==> src/rtl/game_tick_scheduler.sv <==
// ---------------------------------------------------------------------------
// game_tick_scheduler
//
// Game-step tick generator and run-state controller for the goose-run core.
// A period counter produces a one-cycle tick per game step; the step period
// shrinks as the difficulty level rises. A small IDLE/RUN/PAUSE state
// machine handles start, pause and stop (game over).
//
// Optional feature macro: DIFFICULTY_RAMP_EN
//   defined   - level advances every LEVEL_TICKS ticks up to MAX_LEVEL and
//               each level shortens the period by PERIOD_STEP.
//   undefined - level is tied to 0 and the period is fixed at BASE_PERIOD.
//
// Ports:
//   clk_in      in   system clock
//   rst         in   asynchronous active-high reset
//   start       in   1-cycle pulse: begin or restart a run
//   pause_req   in   level: hold the run while high
//   stop        in   1-cycle pulse: end the run (game over)
//   tick_out    out  registered 1-cycle game-step strobe
//   level       out  current difficulty level (held in IDLE for display)
//   running     out  high in RUN or PAUSE
//   paused      out  high in PAUSE
//   tick_total  out  ticks since last start, saturating at 65535
// ---------------------------------------------------------------------------
module game_tick_scheduler #(
    parameter int BASE_PERIOD = 40000000,
    parameter int PERIOD_STEP = 4000000,
    parameter int MAX_LEVEL   = 7,
    parameter int LEVEL_TICKS = 20,
    parameter int CNT_W       = 28
) (
    input  logic        clk_in,
    input  logic        rst,
    input  logic        start,
    input  logic        pause_req,
    input  logic        stop,
    output logic        tick_out,
    output logic [2:0]  level,
    output logic        running,
    output logic        paused,
    output logic [15:0] tick_total
);

    // A configuration that would make the shortest period non-positive, a
    // level that does not fit the 3-bit port, or a counter too narrow for
    // BASE_PERIOD-1 keeps the scheduler idle instead of ticking at a bogus
    // rate.
    localparam bit CFG_OK = (BASE_PERIOD > MAX_LEVEL * PERIOD_STEP) &&
                            (MAX_LEVEL >= 0) && (MAX_LEVEL <= 7) &&
                            (LEVEL_TICKS >= 1) &&
                            (((BASE_PERIOD - 1) >> CNT_W) == 0);

    typedef enum logic [1:0] {
        ST_IDLE  = 2'd0,
        ST_RUN   = 2'd1,
        ST_PAUSE = 2'd2
    } state_t;

    state_t            state;
    state_t            state_nxt;
    logic              restart;
    logic              advance;
    logic              wrap;
    logic [CNT_W-1:0]  cnt_q;
    logic [CNT_W-1:0]  cnt_nxt;
    logic [CNT_W-1:0]  period_m1;
    logic              tick_nxt;
    logic [15:0]       total_nxt;

    // Last counter value of a step at the given level: period(level) - 1.
    function automatic logic [CNT_W-1:0] period_last(input logic [2:0] lvl);
        int p;
        p = BASE_PERIOD - 1 - int'(lvl) * PERIOD_STEP;
        return CNT_W'(p);
    endfunction

    function automatic logic [15:0] sat_inc16(input logic [15:0] v);
        return (v == 16'hFFFF) ? v : v + 16'd1;
    endfunction

    // ---- state register ----
    always_ff @(posedge clk_in or posedge rst) begin
        if (rst) begin
            state <= ST_IDLE;
        end else begin
            state <= state_nxt;
        end
    end

    // ---- next-state decode; priority stop > start > pause_req ----
    always_comb begin
        state_nxt = state;
        restart   = 1'b0;
        advance   = 1'b0;
        case (state)
            ST_IDLE: begin
                if (start && !stop && CFG_OK) begin
                    state_nxt = ST_RUN;
                    restart   = 1'b1;
                end
            end
            ST_RUN, ST_PAUSE: begin
                if (stop) begin
                    state_nxt = ST_IDLE;
                end else if (start) begin
                    state_nxt = ST_RUN;
                    restart   = 1'b1;
                end else if (pause_req) begin
                    state_nxt = ST_PAUSE;
                end else begin
                    // Leaving PAUSE counts in the same cycle, so a pause of
                    // N cycles delays the next tick by exactly N.
                    state_nxt = ST_RUN;
                    advance   = 1'b1;
                end
            end
            default: begin
                state_nxt = ST_IDLE;
            end
        endcase
    end

    assign period_m1 = period_last(level);
    assign wrap      = advance && (cnt_q == period_m1);

    // ---- counter / tick / total next values ----
    always_comb begin
        cnt_nxt   = cnt_q;
        tick_nxt  = 1'b0;
        total_nxt = tick_total;
        if (restart) begin
            cnt_nxt   = '0;
            total_nxt = 16'd0;
        end else if (state_nxt == ST_IDLE) begin
            cnt_nxt = '0;
        end else if (wrap) begin
            cnt_nxt   = '0;
            tick_nxt  = 1'b1;
            total_nxt = sat_inc16(tick_total);
        end else if (advance) begin
            cnt_nxt = cnt_q + CNT_W'(1);
        end
    end

    // ---- register stage: counter, tick strobe, total ----
    always_ff @(posedge clk_in or posedge rst) begin
        if (rst) begin
            cnt_q      <= '0;
            tick_out   <= 1'b0;
            tick_total <= 16'd0;
        end else begin
            cnt_q      <= cnt_nxt;
            tick_out   <= tick_nxt;
            tick_total <= total_nxt;
        end
    end

`ifdef DIFFICULTY_RAMP_EN
    localparam int LT_W = (LEVEL_TICKS > 1) ? $clog2(LEVEL_TICKS) : 1;

    logic [2:0]      level_q;
    logic [2:0]      level_nxt;
    logic [LT_W-1:0] lt_q;
    logic [LT_W-1:0] lt_nxt;

    // Level advances on the tick that completes LEVEL_TICKS ticks; the
    // counter is already 0 then, so the shorter period applies at once.
    // At MAX_LEVEL both level and level_ticks stop moving.
    always_comb begin
        level_nxt = level_q;
        lt_nxt    = lt_q;
        if (restart) begin
            level_nxt = 3'd0;
            lt_nxt    = '0;
        end else if (wrap && (level_q < 3'(MAX_LEVEL))) begin
            if (lt_q == LT_W'(LEVEL_TICKS - 1)) begin
                level_nxt = level_q + 3'd1;
                lt_nxt    = '0;
            end else begin
                lt_nxt = lt_q + LT_W'(1);
            end
        end
    end

    // ---- register stage: difficulty level ----
    always_ff @(posedge clk_in or posedge rst) begin
        if (rst) begin
            level_q <= 3'd0;
            lt_q    <= '0;
        end else begin
            level_q <= level_nxt;
            lt_q    <= lt_nxt;
        end
    end

    assign level = level_q;
`else
    assign level = 3'd0;
`endif

    assign running = (state != ST_IDLE);
    assign paused  = (state == ST_PAUSE);

endmodule
==> config.mk <==
export PLATFORM = sky130hd
export DESIGN_NAME = game_tick_scheduler
export DESIGN_NICKNAME = d
export VERILOG_FILES = /design/src/rtl/game_tick_scheduler.sv
export SDC_FILE = /design/constraint.sdc
export NUM_CORES = 1
export LEC_CHECK = 0
export CAP_MARGIN = 20
export CORE_MARGIN = 1
export CORE_UTILIZATION = 55
export CTS_BUF_LIST = sky130_fd_sc_hd__clkbuf_4
export DETAILED_ROUTE_END_ITERATION = 8
export GPL_ROUTABILITY_DRIVEN = 0
export PLACE_DENSITY_LB_ADDON = 0.3
export SYNTH_ARGS = -nofsm -noshare
export SYNTH_HDL_FRONTEND = slang
export SYNTH_SLANG_ARGS = --single-unit
==> constraint.sdc <==
create_clock -name clk_in -period 3.5 [get_ports clk_in]
set_clock_uncertainty 0.1 [all_clocks]
set_input_delay 0.7 -clock clk_in [delete_from_list [all_inputs] [get_ports clk_in]]
set_output_delay 0.7 -clock clk_in [all_outputs]
set_load 0.01 [all_outputs]
==> flow_metrics.tcl, run 1 <==
set metrics [dict create \
    setup_violations 0 \
    row_count 25 \
    crit_fanout 13 \
    async_flop_share_pct 100 \
    leakage_nw 1.19 \
    tightest_slew_ns 0.627 \
    nFillCells 414 \
    dp.cells 390 \
    reg2reg_from "state[1]$_DFF_PP0_" \
    drtIter0Drc 186 \
    yosysSeqAreaShare_pct 42.7 \
    wire_per_inst_um 15.0 \
    hold_class "flip-flop to flip-flop" \
    cts.path.max_buffers 2 \
    post_cts_buffers 0 \
    hold_start "cnt_q[0]$_DFFE_PP0P_" \
    ys.flop_type "dfrtp_1" \
    final_nets 341 \
    num_vias 2349 \
    whs_endpoint "cnt_q[0]$_DFFE_PP0P_" \
    firstDrtPassIters 4 \
    ff2ff_path_depth 8 \
    synth_cells 306 \
    rsz0062_at_grt "false" \
    min_period_ns 2.81 \
    grt_pass1_vias 2141 \
    numCtsBuffers 5 \
    max_cap_violations 0 \
    ir_worst_vdd_mv 0.242 \
    grt_overflow 0 \
    diodes 0 \
    die_height_um 72.8 \
    track_usage_pct 24.4 \
    drv_slew 0 \
    fin_util_pct 65.4 \
    io_pins 27 \
    htreeDepth 2 \
    dp.final_hpwl_um 4210 \
    outcome "complete, no violations" \
    synth_seq_cells 47 \
    critPathKind "primary input to flip-flop" \
    core-area_mm2 0.00479 \
    die_area_mm2 0.00530 \
    die-width_um 72.8 \
    grt_pass1_wl_um 10100 \
    ctsHoldBuffers 0 \
    viasPerCell 5.89 \
    layout_commonest_cell "nor2_1" \
    synth_edf_count 0 \
    cts_tree "done" \
    antenna_found_initial 0 \
    crit_path_end_kind "flip-flop" \
    ant_nets 0 \
    syn_area_mm2 0.00276 \
    synth_cell_types 48 \
    critPathRequiredTime_ns 3.71 \
    routed_wirelength_um 5970 \
    fin_cells 399 \
    hold_viol 0 \
    drc_errors 0 \
    worst_r2r_endpoint "tick_total[11]$_DFFE_PP0P_" \
    cts_sinks 47 \
    timing.hold.ws_ns 0.459 \
    synth-warning-count 0 \
    cts_resized 0 \
    rrSetupSlack_ns 0.81 \
    syn_to_final_growth_pct 13.7 \
    drive_gt1_share_pct 8.13 \
    start_kind "primary input" \
    initial_core_util_pct 57.6 \
    syn_area_per_cell_um2 9.00 \
    fmax_mhz 355 \
    clk_pin_slew_ns 0.14 \
    layout_common_cells "nor2_1, dfrtp_1, xnor2_1, clkdlybuf4s50_1" \
    grt_max_degree 48 \
    hold_depth 1 \
    powerDensity_mw_per_mm2 431 \
    io_buffers 23 \
    clk_latency_ns 0.37 \
    min_period_over_period_pct 80.4 \
    root_buffer "clkbuf_4" \
    arrival_ns 3.02 \
    final.setup.tns_ns 0 \
    relSlewSlack_pct 57.9 \
]
-- through the flow --
stage | power, W | setup slack [ns] | cell area, um^2
after floorplan | 0.000939 | 1.19 | 2760
after global placement | 0.00108 | 0.384 | 3050
after detailed placement | 0.00109 | 0.318 | 3050
after CTS | 0.00136 | 0.703 | 3110
after global routing | 0.00143 | 0.522 | 3130
final | 0.00135 | 0.686 | 3130
-- registers in the layout, indices dropped and copies added, names as in the netlist --
| signal | flops |
|---|---|
| cnt_q | 28 |
| state | 2 |
| tick_out | 1 |
| tick_total | 16 |
-- report_power, final --
part           switching [W]  internal, W  total (W)
clock network       0.000171    0.0000942   0.000265
registers          0.0000123     0.000557   0.000570
logic               0.000354     0.000161   0.000516
total               0.000538     0.000813    0.00135
-- cells by family after synthesis --
kind of cell / Yosys count / share of synthesized area (%)
xor gates and xnor gates: 33 / 10.5
and+or+nand+nor: 149 / 28.5
buffers and inverters: 22 / 3.54
AOI/OAI and AO/OA: 48 / 12.0
other: 1 / 0.136
muxes: 1 / 0.363
adders and majority gates: 5 / 2.27
DFF: 47 / 42.7
-- how the worst max path moves through the flow --
stage / from / to / depth (start not counted)
global route: stop / tick_total[11]$_DFFE_PP0P_ / 7
global placement: stop / tick_total[11]$_DFFE_PP0P_ / 7
detailed placement: stop / tick_total[11]$_DFFE_PP0P_ / 7
CTS: stop / tick_total[11]$_DFFE_PP0P_ / 7
finish: stop / tick_total[11]$_DFFE_PP0P_ / 7
floorplan: stop / tick_total[7]$_DFFE_PP0P_ / 7
-- area by class of cell --
class	instances	area [um^2]	area share (%)
clock buffers	7	52.6	1.68
flip-flops and latches	47	1180	37.6
multi-input cells	239	1490	47.5
repair buffers	30	295	9.43
clock inverters	1	5.00	0.160
well taps	67	83.8	2.68
inverters	8	30.0	0.959
-- synth_stat cells, types with 3 or more instances --
cell       count  area (um^2)
nor4_1         6         37.5
dfrtp_1       47         1180
o211ai_1       3         22.5
and3_1         3         18.8
xnor2_1       23          201
clkbuf_1       8         30.0
nand3_1       21          105
ha_1           5         62.6
buf_2          3         15.0
o21ai_0        8         40.0
nor3_1         8         40.0
nand4_1       11         68.8
and2_1         3         18.8
nor2_1        52          195
inv_1          8         30.0
buf_4          3         22.5
a21oi_1       12         60.1
nand2_1       21         78.8
or3_1          6         37.5
a211oi_1       7         52.6
o2111ai_1      5         43.8
nor4b_1        4         35.0
xor2_1        10         87.6
-- worst max-delay path, stage by stage --
cell,delay (ns)
clkdlybuf4s50_1,0.48
nor4b_4,0.34
nand4_1,0.15
nor4_1,0.24
nand4_1,0.42
or4_1,0.54
a21oi_1,0.15
-- metal layers --
layer  global-route usage [%]  part of all wire [%]
met1                     34.3                    46
met2                     39.6                    47
met3                     4.01                   5.7
met4                     6.32                  0.89
met5                        0                     0
Note: power is estimated with default switching activity, not from simulation.
==> run 2: changes to the inputs <==
==> constraint.sdc (replaced) <==
create_clock -name clk_in -period 2.8 [get_ports clk_in]
set_clock_uncertainty 0.1 [all_clocks]
set_input_delay 0.56 -clock clk_in [delete_from_list [all_inputs] [get_ports clk_in]]
set_output_delay 0.56 -clock clk_in [all_outputs]
set_load 0.01 [all_outputs]
==> flow_metrics.tcl, run 2 (synthesized netlist as in run 1, its figures left out) <==
set metrics [dict create \
    outcome "complete, no violations" \
    largest_register_ffs 28 \
    nFillCells 406 \
    cts_tree "done" \
    grt_overflow 0 \
    ctsHoldBuffers 0 \
    grt.busiest_layer "met2" \
    routed_wirelength_um 6030 \
    grt_max_degree 34 \
    use_met3_pct 4.70 \
    crit_path_end_kind "flip-flop" \
    relSlewSlack_pct 55.2 \
    initial_core_util_pct 57.6 \
    firstDrtPassIters 5 \
    p_switching_w 0.000688 \
    combPwrFrac_pct 39.4 \
    p_seq_share_pct 38.7 \
    row_count 25 \
    die_area_mm2 0.00530 \
    ir_worst_vdd_mv 0.370 \
    ant_nets 0 \
    use_met1_pct 32.4 \
    drtIter0Drc 232 \
    critPathRequiredTime_ns 3.03 \
    regMostFlops "cnt_q" \
    cpPeakStageDelay_ns 0.41 \
    core-area_mm2 0.00479 \
    min_period_over_period_pct 89.6 \
    numCtsBuffers 5 \
    diodes 0 \
    dp.final_hpwl_um 4400 \
    drv_slew 0 \
    clk_pin_slew_ns 0.14 \
    root_buffer "clkbuf_4" \
    die-width_um 72.8 \
    layout_commonest_cell "nor2_1" \
    syn_to_final_growth_pct 17.1 \
    grt_pass1_vias 2206 \
    clk_latency_ns 0.37 \
    track_usage_pct 24.8 \
    htreeDepth 2 \
    drc_errors 0 \
    path_cells "inv_1, ha_1, or3b_1, o221a_2, a21oi_2, nand3_1, nor4_1, a21o_1" \
    cts.path.max_buffers 2 \
    setup_violations 0 \
    top_regs "cnt_q (28), tick_total (16), state (2)" \
    critPathKind "flip-flop to flip-flop" \
    min_period_ns 2.51 \
    io_pins 27 \
    grt_util_met2_pct 40.4 \
    viasPerCell 5.88 \
    dp.cells 401 \
    cts_sinks 47 \
    layout_common_cells "nor2_1, dfrtp_1, xnor2_1, clkdlybuf4s50_1" \
    post_cts_buffers 0 \
    fmax_mhz 399 \
    tightest_slew_ns 0.671 \
    antenna_found_initial 0 \
    p_int_w 0.00115 \
    leakage_nw 1.24 \
    grt_pass1_wl_um 10100 \
    drive_gt1_share_pct 10.5 \
    crit_fanout 7 \
    arrival_ns 2.73 \
    cp_slowest_cell "dfrtp_1" \
    swShare_pct 37.4 \
    hold_viol 0 \
    max_cap_violations 0 \
    die_height_um 72.8 \
    io_buffers 23 \
    final_nets 351 \
    num_vias 2403 \
    fin_util_pct 67.4 \
    rsz0062_at_grt "false" \
    powerDensity_mw_per_mm2 570 \
    pwr-share-clk_pct 21.9 \
    fin_cells 409 \
    cts_resized 0 \
    hold_class "primary input to async pin" \
    start_kind "flip-flop" \
    wire_per_inst_um 14.7 \
]
-- run 2: metal layers --
metal | share of wire, % | wire length (um)
met3 | 5.4 | 323
met1 | 46 | 2750
met5 | 0 | 0
met4 | 1.7 | 104
met2 | 47 | 2850
-- run 2: layout make-up --
cell class	count	area (um^2)	area share (%)
Clock inverter	3	38.8	1.20
Multi-Input combinational cell	239	1490	46.2
Sequential cell	47	1180	36.5
Timing Repair Buffer	40	370	11.5
Inverter	8	30.0	0.931
Tap cell	67	83.8	2.60
Clock buffer	5	37.5	1.16
-- run 2: final timing paths --
check,startpoint,cells past startpoint,end,slack [ns]
worst max-delay path,state[1]$_DFF_PP0_,8,cnt_q[26]$_DFFE_PP0P_,0.29
worst min-delay path,rst,2,tick_total[0]$_DFFE_PP0P_,0.48
worst max register to register,state[1]$_DFF_PP0_,8,cnt_q[26]$_DFFE_PP0P_,0.29
worst min register to register,cnt_q[0]$_DFFE_PP0P_,1,cnt_q[0]$_DFFE_PP0P_,0.49
max in group asynchronous,rst,3,tick_total[13]$_DFFE_PP0P_,1.53
min in group clk_in,cnt_q[0]$_DFFE_PP0P_,1,cnt_q[0]$_DFFE_PP0P_,0.49
-- run 2: per-stage QoR --
stage	total power (W)	cell area [um^2]	setup WS, ns	setup TNS (ns)	hold WS, ns
6_report	0.00184	3230	0.292	0	0.482
5_1_grt	0.00195	3230	0.118	0	0.526
4_1_cts	0.00185	3230	0.263	0	0.482
3_5_place_dp	0.00145	3150	-0.106	-0.245	0.439
3_3_place_gp	0.00143	3150	0.0168	0	0.439
2_1_floorplan	0.00117	2760	0.558	0	0.402
-- run 2: power groups by stage --
| stage | Sequential, W | Combinational, W | Clock, W |
|---|---|---|---|
| 2_1_floorplan | 0.000721 | 0.000452 | 0 |
| 3_3_place_gp | 0.000723 | 0.000705 | 0 |
| 3_5_place_dp | 0.000724 | 0.000723 | 0 |
| 4_1_cts | 0.000712 | 0.000723 | 0.000413 |
| 5_1_grt | 0.000715 | 0.000797 | 0.000436 |
| 6_report | 0.000711 | 0.000725 | 0.000403 |
-- run 2: critical path, delay by kind of cell (launching register included) --
family | cells | cell delay (ns)
simple gates | 3 | 0.90
compound gates | 3 | 0.66
flops | 1 | 0.41
fa+ha+maj | 1 | 0.32
buf+inv | 1 | 0.06
